==> src/rtl/stall_ctrl_pkg.sv <==
// Shared definitions for the pipeline stall controller:
// cause indices, counter slot numbering and FSM state encoding.
package stall_ctrl_pkg;

   localparam int NUM_CAUSES  = 7;
   localparam int NUM_CNT     = NUM_CAUSES + 1;

   localparam int CAUSE_EXT    = 0;
   localparam int CAUSE_ROB    = 1;
   localparam int CAUSE_BRNCH  = 2;
   localparam int CAUSE_ALU    = 3;
   localparam int CAUSE_MULDIV = 4;
   localparam int CAUSE_LW     = 5;
   localparam int CAUSE_SW     = 6;
   localparam int IDX_TOTAL    = 7;

   typedef enum logic [1:0] {
      ST_IDLE,
      ST_HOLD,
      ST_CAUSE
   } stall_st_e;

endpackage

==> src/rtl/stall_ctrl_if.sv <==
// Stall/cause/counter-read bundle between the stall producer
// (master) and the pipeline front end / debug reader (slave).
interface stall_ctrl_if #(
   parameter int CNT_W = 32
);
   logic             stallReq;
   logic             robFull;
   logic             brnchFull;
   logic             aluFull;
   logic             mulDivFull;
   logic             lwFull;
   logic             swFull;
   logic             flush;
   logic             stall;
   logic [6:0]       stallCause;
   logic [63:0]      cycle_count;
   logic             clrCounters;
   logic             rdReq;
   logic [2:0]       rdIdx;
   logic             rdAck;
   logic [CNT_W-1:0] rdData;

   modport master (
      input  stallReq, robFull, brnchFull, aluFull,
      input  mulDivFull, lwFull, swFull, flush,
      input  clrCounters, rdReq, rdIdx,
      output stall, stallCause, cycle_count,
      output rdAck, rdData
   );

   modport slave (
      output stallReq, robFull, brnchFull, aluFull,
      output mulDivFull, lwFull, swFull, flush,
      output clrCounters, rdReq, rdIdx,
      input  stall, stallCause, cycle_count,
      input  rdAck, rdData
   );
endinterface

==> src/rtl/stall_ctrl_sat_counter.sv <==
// Saturating event counter; clear has priority over increment.
module sat_counter #(
   parameter int W = 32
) (
   input  logic         clk,
   input  logic         rst_n,
   input  logic         inc,
   input  logic         clr,
   output logic [W-1:0] q
);

   always_ff @(posedge clk) begin
      if (!rst_n)
         q <= '0;
      else if (clr)
         q <= '0;
      else if (inc && (q != '1))
         q <= q + W'(1);
   end

endmodule

==> src/rtl/stall_ctrl.sv <==
// Registered stall generator with minimum stall width,
// free-running cycle counter and per-cause stall statistics.
module stall_ctrl
   import stall_ctrl_pkg::*;
#(
   parameter int CNT_W       = 32,
   parameter int HOLD_CYCLES = 2
) (
   input  logic        clk,
   input  logic        reset_n,
   stall_ctrl_if.master bus
);

   localparam int HW = (HOLD_CYCLES > 1) ? $clog2(HOLD_CYCLES) : 1;
   localparam logic [HW-1:0] H_INIT = HW'(HOLD_CYCLES - 1);

   logic [NUM_CAUSES-1:0] cause;
   logic                  any_cause;
   stall_st_e             st, st_n;
   logic [HW-1:0]         h, h_n;
   logic                  stall_q;
   logic [6:0]            cause_q;
   logic [63:0]           cyc_q;
   logic                  ack_q;
   logic [CNT_W-1:0]      data_q;
   logic [NUM_CNT-1:0]    inc;
   logic [CNT_W-1:0]      cnt [NUM_CNT];

   always_comb begin
      cause               = '0;
      cause[CAUSE_EXT]    = bus.stallReq;
      cause[CAUSE_ROB]    = bus.robFull;
      cause[CAUSE_BRNCH]  = bus.brnchFull;
      cause[CAUSE_ALU]    = bus.aluFull;
      cause[CAUSE_MULDIV] = bus.mulDivFull;
      cause[CAUSE_LW]     = bus.lwFull;
      cause[CAUSE_SW]     = bus.swFull;
   end

   assign any_cause = |cause;
   assign stall_q   = (st != ST_IDLE);

   // HOLD: raised and still inside the minimum width (h != 0).
   // CAUSE: minimum width met, stays only while a cause persists.
   always_comb begin
      st_n = st;
      h_n  = h;
      case (st)
         ST_IDLE: begin
            if (any_cause) begin
               h_n  = H_INIT;
               st_n = (HOLD_CYCLES > 1) ? ST_HOLD : ST_CAUSE;
            end
         end
         ST_HOLD: begin
            h_n  = h - HW'(1);
            st_n = (h == HW'(1)) ? ST_CAUSE : ST_HOLD;
         end
         ST_CAUSE: begin
            if (!any_cause)
               st_n = ST_IDLE;
         end
         default: st_n = ST_IDLE;
      endcase
      if (bus.flush) begin
         st_n = ST_IDLE;
         h_n  = '0;
      end
   end

   always_ff @(posedge clk) begin
      if (!reset_n) begin
         st      <= ST_IDLE;
         h       <= '0;
         cause_q <= '0;
         cyc_q   <= '0;
      end else begin
         st      <= st_n;
         h       <= h_n;
         cause_q <= cause;
         cyc_q   <= cyc_q + 64'd1;
      end
   end

   assign inc = {stall_q, cause};

   for (genvar i = 0; i < NUM_CNT; i++) begin : g_cnt
      sat_counter #(.W(CNT_W)) u_cnt (
         .clk   (clk),
         .rst_n (reset_n),
         .inc   (inc[i]),
         .clr   (bus.clrCounters),
         .q     (cnt[i])
      );
   end

   // Read captures the pre-update value, so clear/inc this cycle is not seen.
   always_ff @(posedge clk) begin
      if (!reset_n) begin
         ack_q  <= 1'b0;
         data_q <= '0;
      end else begin
         ack_q <= bus.rdReq;
         if (bus.rdReq)
            data_q <= cnt[bus.rdIdx];
      end
   end

   assign bus.stall       = stall_q;
   assign bus.stallCause  = cause_q;
   assign bus.cycle_count = cyc_q;
   assign bus.rdAck       = ack_q;
   assign bus.rdData      = data_q;

endmodule
==> src/flat_wrapper.sv <==
// flat-port wrapper written by rule: the top's interface ports become plain ports
module stall_ctrl_flat import stall_ctrl_pkg::*;
#(
   parameter int CNT_W       = 32,
   parameter int HOLD_CYCLES = 2
)
  (clk, reset_n, bus_stallReq, bus_robFull, bus_brnchFull, bus_aluFull, bus_mulDivFull, bus_lwFull, bus_swFull, bus_flush, bus_clrCounters, bus_rdReq, bus_rdIdx, bus_stall, bus_stallCause, bus_cycle_count, bus_rdAck, bus_rdData);
  stall_ctrl_if #(.CNT_W(CNT_W)) bus_i ();
  input  logic clk;
  input  logic reset_n;
  input wire logic [$bits(bus_i.stallReq)-1:0] bus_stallReq;
  input wire logic [$bits(bus_i.robFull)-1:0] bus_robFull;
  input wire logic [$bits(bus_i.brnchFull)-1:0] bus_brnchFull;
  input wire logic [$bits(bus_i.aluFull)-1:0] bus_aluFull;
  input wire logic [$bits(bus_i.mulDivFull)-1:0] bus_mulDivFull;
  input wire logic [$bits(bus_i.lwFull)-1:0] bus_lwFull;
  input wire logic [$bits(bus_i.swFull)-1:0] bus_swFull;
  input wire logic [$bits(bus_i.flush)-1:0] bus_flush;
  input wire logic [$bits(bus_i.clrCounters)-1:0] bus_clrCounters;
  input wire logic [$bits(bus_i.rdReq)-1:0] bus_rdReq;
  input wire logic [$bits(bus_i.rdIdx)-1:0] bus_rdIdx;
  output wire logic [$bits(bus_i.stall)-1:0] bus_stall;
  output wire logic [$bits(bus_i.stallCause)-1:0] bus_stallCause;
  output wire logic [$bits(bus_i.cycle_count)-1:0] bus_cycle_count;
  output wire logic [$bits(bus_i.rdAck)-1:0] bus_rdAck;
  output wire logic [$bits(bus_i.rdData)-1:0] bus_rdData;
  assign bus_i.stallReq = bus_stallReq;
  assign bus_i.robFull = bus_robFull;
  assign bus_i.brnchFull = bus_brnchFull;
  assign bus_i.aluFull = bus_aluFull;
  assign bus_i.mulDivFull = bus_mulDivFull;
  assign bus_i.lwFull = bus_lwFull;
  assign bus_i.swFull = bus_swFull;
  assign bus_i.flush = bus_flush;
  assign bus_i.clrCounters = bus_clrCounters;
  assign bus_i.rdReq = bus_rdReq;
  assign bus_i.rdIdx = bus_rdIdx;
  assign bus_stall = bus_i.stall;
  assign bus_stallCause = bus_i.stallCause;
  assign bus_cycle_count = bus_i.cycle_count;
  assign bus_rdAck = bus_i.rdAck;
  assign bus_rdData = bus_i.rdData;
  stall_ctrl #(.CNT_W(CNT_W), .HOLD_CYCLES(HOLD_CYCLES)) u_core (.clk(clk), .reset_n(reset_n), .bus(bus_i));
endmodule
==> config.mk <==
export PLATFORM = sky130hd
export DESIGN_NAME = stall_ctrl_flat
export DESIGN_NICKNAME = d
export VERILOG_FILES = /design/src/rtl/stall_ctrl_pkg.sv /design/src/rtl/stall_ctrl_if.sv /design/src/rtl/stall_ctrl_sat_counter.sv /design/src/rtl/stall_ctrl.sv /design/src/flat_wrapper.sv
export SDC_FILE = /design/constraint.sdc
export NUM_CORES = 1
export LEC_CHECK = 0
export CAP_MARGIN = 20
export CORE_UTILIZATION = 54
export DETAILED_ROUTE_END_ITERATION = 6
export GPL_ROUTABILITY_DRIVEN = 0
export PLACE_DENSITY = 0.8
export SYNTH_ARGS = -nofsm -noshare
export SYNTH_HDL_FRONTEND = slang
export SYNTH_SLANG_ARGS = --single-unit
==> constraint.sdc <==
create_clock -name clk -period 2.3 [get_ports clk]
set_input_delay 0.23 -clock clk [delete_from_list [all_inputs] [get_ports clk]]
set_output_delay 0.23 -clock clk [all_outputs]
set_load 0.1 [all_outputs]
==> results of run 1 <==
-- per-stage QoR --
stage / total power, W / cells / setup slack [ns] / setup TNS [ns] / hold slack, ns
2_1_floorplan: 0.00713 / 2212 / -0.0806 / -0.0991 / 0.352
3_3_place_gp: 0.00740 / 2813 / -0.00999 / -0.00999 / 0.469
3_5_place_dp: 0.00742 / 2813 / -0.0162 / -0.0194 / 0.478
4_1_cts: 0.0142 / 2885 / 0.0244 / 0 / 0.205
5_1_grt: 0.0145 / 2888 / 0.0000666 / 0 / 0.249
6_report: 0.0142 / 2889 / 0.0604 / 0 / 0.207
-- power breakdown --
part | total [W] | leakage (nW) | internal, W | switching [W]
Combinational | 0.000954 | 4.38 | 0.000279 | 0.000675
Sequential | 0.00634 | 2.97 | 0.00630 | 0.0000352
Clock | 0.00686 | 0.683 | 0.00415 | 0.00271
-- path summary, 6_finish.rpt --
| path | cells after the start | slack (ns) | endpoint | from |
|---|---|---|---|---|
| worst max-delay path | 7 | 0.06 | u_core.g_cnt[7].u_cnt.q[15] | u_core.g_cnt[7].u_cnt.q[1] |
| worst min register to register | 2 | 0.48 | u_core.bus.rdData[2] | u_core.bus.rdData[2] |
| worst min-delay path | 3 | 0.21 | u_core.bus.rdData[0] | bus_rdReq |
| worst max register to register | 7 | 0.06 | u_core.g_cnt[7].u_cnt.q[15] | u_core.g_cnt[7].u_cnt.q[1] |
-- worst reg2reg max path, cell delays in order (launching register included) --
cell     delay [ns]
dfxtp_1        0.35
ha_1           0.22
nand4_1        0.28
or2_2          0.42
nor4b_4        0.37
buf_4          0.24
o21ai_0        0.13
a21oi_1        0.16
-- what timing repair did --
| item | CTS | global route |
|---|---|---|
| gates resized for setup | 0 | 21 |
| setup buffers | 0 | 3 |
| endpoints found under the setup margin | 0 | 39 |
-- area by class of cell --
cell class / instances / share of cell area
Antenna cell: 1 / 0.000107
Sequential cell: 363 / 0.318
Tap cell: 455 / 0.0244
Clock buffer: 57 / 0.0508
Timing Repair Buffer: 287 / 0.102
Inverter: 44 / 0.00707
Clock inverter: 15 / 0.00906
Multi-Input combinational cell: 1667 / 0.489
-- cells by family after synthesis --
kind of cell	share of synthesized area
compound gates	0.147
xor+xnor	0.0422
mux	0.112
fa+ha+maj	0.00583
buf+inv	0.0377
flops	0.376
simple gates	0.280
-- sequential cells by signal, indices dropped and copies added, names as in the netlist --
name / cells
u_core.g_cnt.u_cnt.q: 256
u_core.bus.cycle_count: 64
u_core.bus.rdData: 32
u_core.bus.stallCause: 7
u_core.st: 2
u_core.bus.rdAck: 1
u_core.h: 1
-- layout by cell type, fill, tap and decap left out, types with 71 or more instances in the layout --
cell type / instances
o31ai_1: 72
or4_1: 76
nand3_1: 102
nand4_1: 106
nand2_1: 166
or3_1: 78
o21ai_0: 76
a21oi_1: 155
dfxtp_1: 304
nor2_1: 187
buf_4: 258
mux2i_1: 71
-- metal layers --
layer  wire length [um]  vias to the layer above
met4               2630                        0
li1                   -                     8815
met1              24300                     9230
met2              26300                     1059
met3               6950                      166
met5                  0                        -
==> impl_metrics.ini, run 1 <==
[outcome]
run_status = finished, final reports clean

[cts]
path_clk_slew_ns = 0.07
cts_buffer_depth = 3
hold_buffers = 0
clock_latency_ns = 0.56
cts_sinks = 363
tritoncts = built
cts_made_buffers = 40
cts-root-buf = clkbuf_16
cts-htree-levels = 2

[yosys]
yosysWarnings = 0
synth_area_leaders = dfxtp_1, mux4_2, a21oi_1
synth.top_cells.by_count = dfxtp_1, nor2_1, nand2_1
synth.top_cell.area_share = 0.376
synthFlopType = dfxtp_1
synth.most_common_cell = dfxtp_1
syn_nets = 2236
yosysUniqueCellTypes = 65
post_synth_instance_area_um2 = 19300
yosysSeqAreaShare = 0.376
synth-async-reset-ratio = 0
syn_inst = 2212
synth_edf_count = 0
yosysTopAreaCell = dfxtp_1
syn-mean-instance-area_um2 = 8.73
ys_ff_latch = 363

[placed_design]
dpl-instance-area_um2 = 21900
io_buffers = 119
detailed_place_hpwl_um = 43400

[layout]
fillerInstances = 2696
fin_area_um2 = 23400
register_area_um2 = 7430
utilization = 0.669
drive_gt1_frac = 0.226
multi_input_area_um2 = 11400
syn2layout_area_growth_pct = 20.9
layout.nets = 2427

[global_route]
grtUsageTotal = 0.326
grt_pass1_vias = 17400
antenna_found_initial = 1
grt_max_degree = 90
met1_usage = 0.439
use_met2 = 0.495
grt.overflow.total = 0
grt.busiest_layer = met2
grt.met3_usage = 0.0767
grt_pass1_wl_um = 94700

[critical_path]
path_buf_inv = 1
crit_path_start_kind = flip-flop
critical_path_class = reg -> reg
cp_max_fo = 12
crit_arrival_ns = 2.73
worst_setup_path_end_kind = flip-flop
path_delay_family = simple AND/OR/NAND/NOR gates
worst-endpoint-required_ns = 2.79
cpMaxStageDelayCell = or2_2
cp_slowest_stage_delay_ns = 0.42
cp_cell_sequence = ha_1 -> nand4_1 -> or2_2 -> nor4b_4 -> buf_4 -> o21ai_0 -> a21oi_1

[detailed_routing]
antenna_left = 0
avgViaCountPerCell = 6.67
drc = 0
wire_per_inst_um = 20.8
wirelength_um = 60200
vias = 19300
drt-initial-drc-count = 2148
drt_first_pass_iters = 7

[sta]
slew_headroom = 0.513
finalHoldViolations = 0
setup_viol = 0
finalCriticalPeriod_ns = 2.24
rsz0062_at_grt = false
slew_viol_final = 0
fin_skew_ns = 0.0156
worst_slew_pin_slew_ns = 0.731
fin_crit_sh = 0.974
timing.fmax_ghz = 0.447

[power_and_ir_drop]
p_per_area_nw_per_um2 = 606
power_leakage_nw = 8.03
peakVddDrop_mv = 0.597

[job]
maxCapViolations = 0

[floorplanning]
io_pins = 120
die_area_um2 = 36500
dieWidth_um = 191
row_count = 68
initial_utilization = 0.554
core-area_um2 = 34900
die_h_um = 191

[hold_path]
min_path_type = in -> reg
(Power assumes the default switching activity.)
==> run 2, diff against run 1 <==
--- a/config.mk
+++ b/config.mk
@@ -9,6 +9,7 @@
 export CORE_UTILIZATION = 54
 export DETAILED_ROUTE_END_ITERATION = 6
 export GPL_ROUTABILITY_DRIVEN = 0
+export HOLD_SLACK_MARGIN = 0.12
 export PLACE_DENSITY = 0.8
 export SYNTH_ARGS = -nofsm -noshare
 export SYNTH_HDL_FRONTEND = slang
==> results of run 2 <==
Final layout, timing and power as in run 1 (identical DEF).
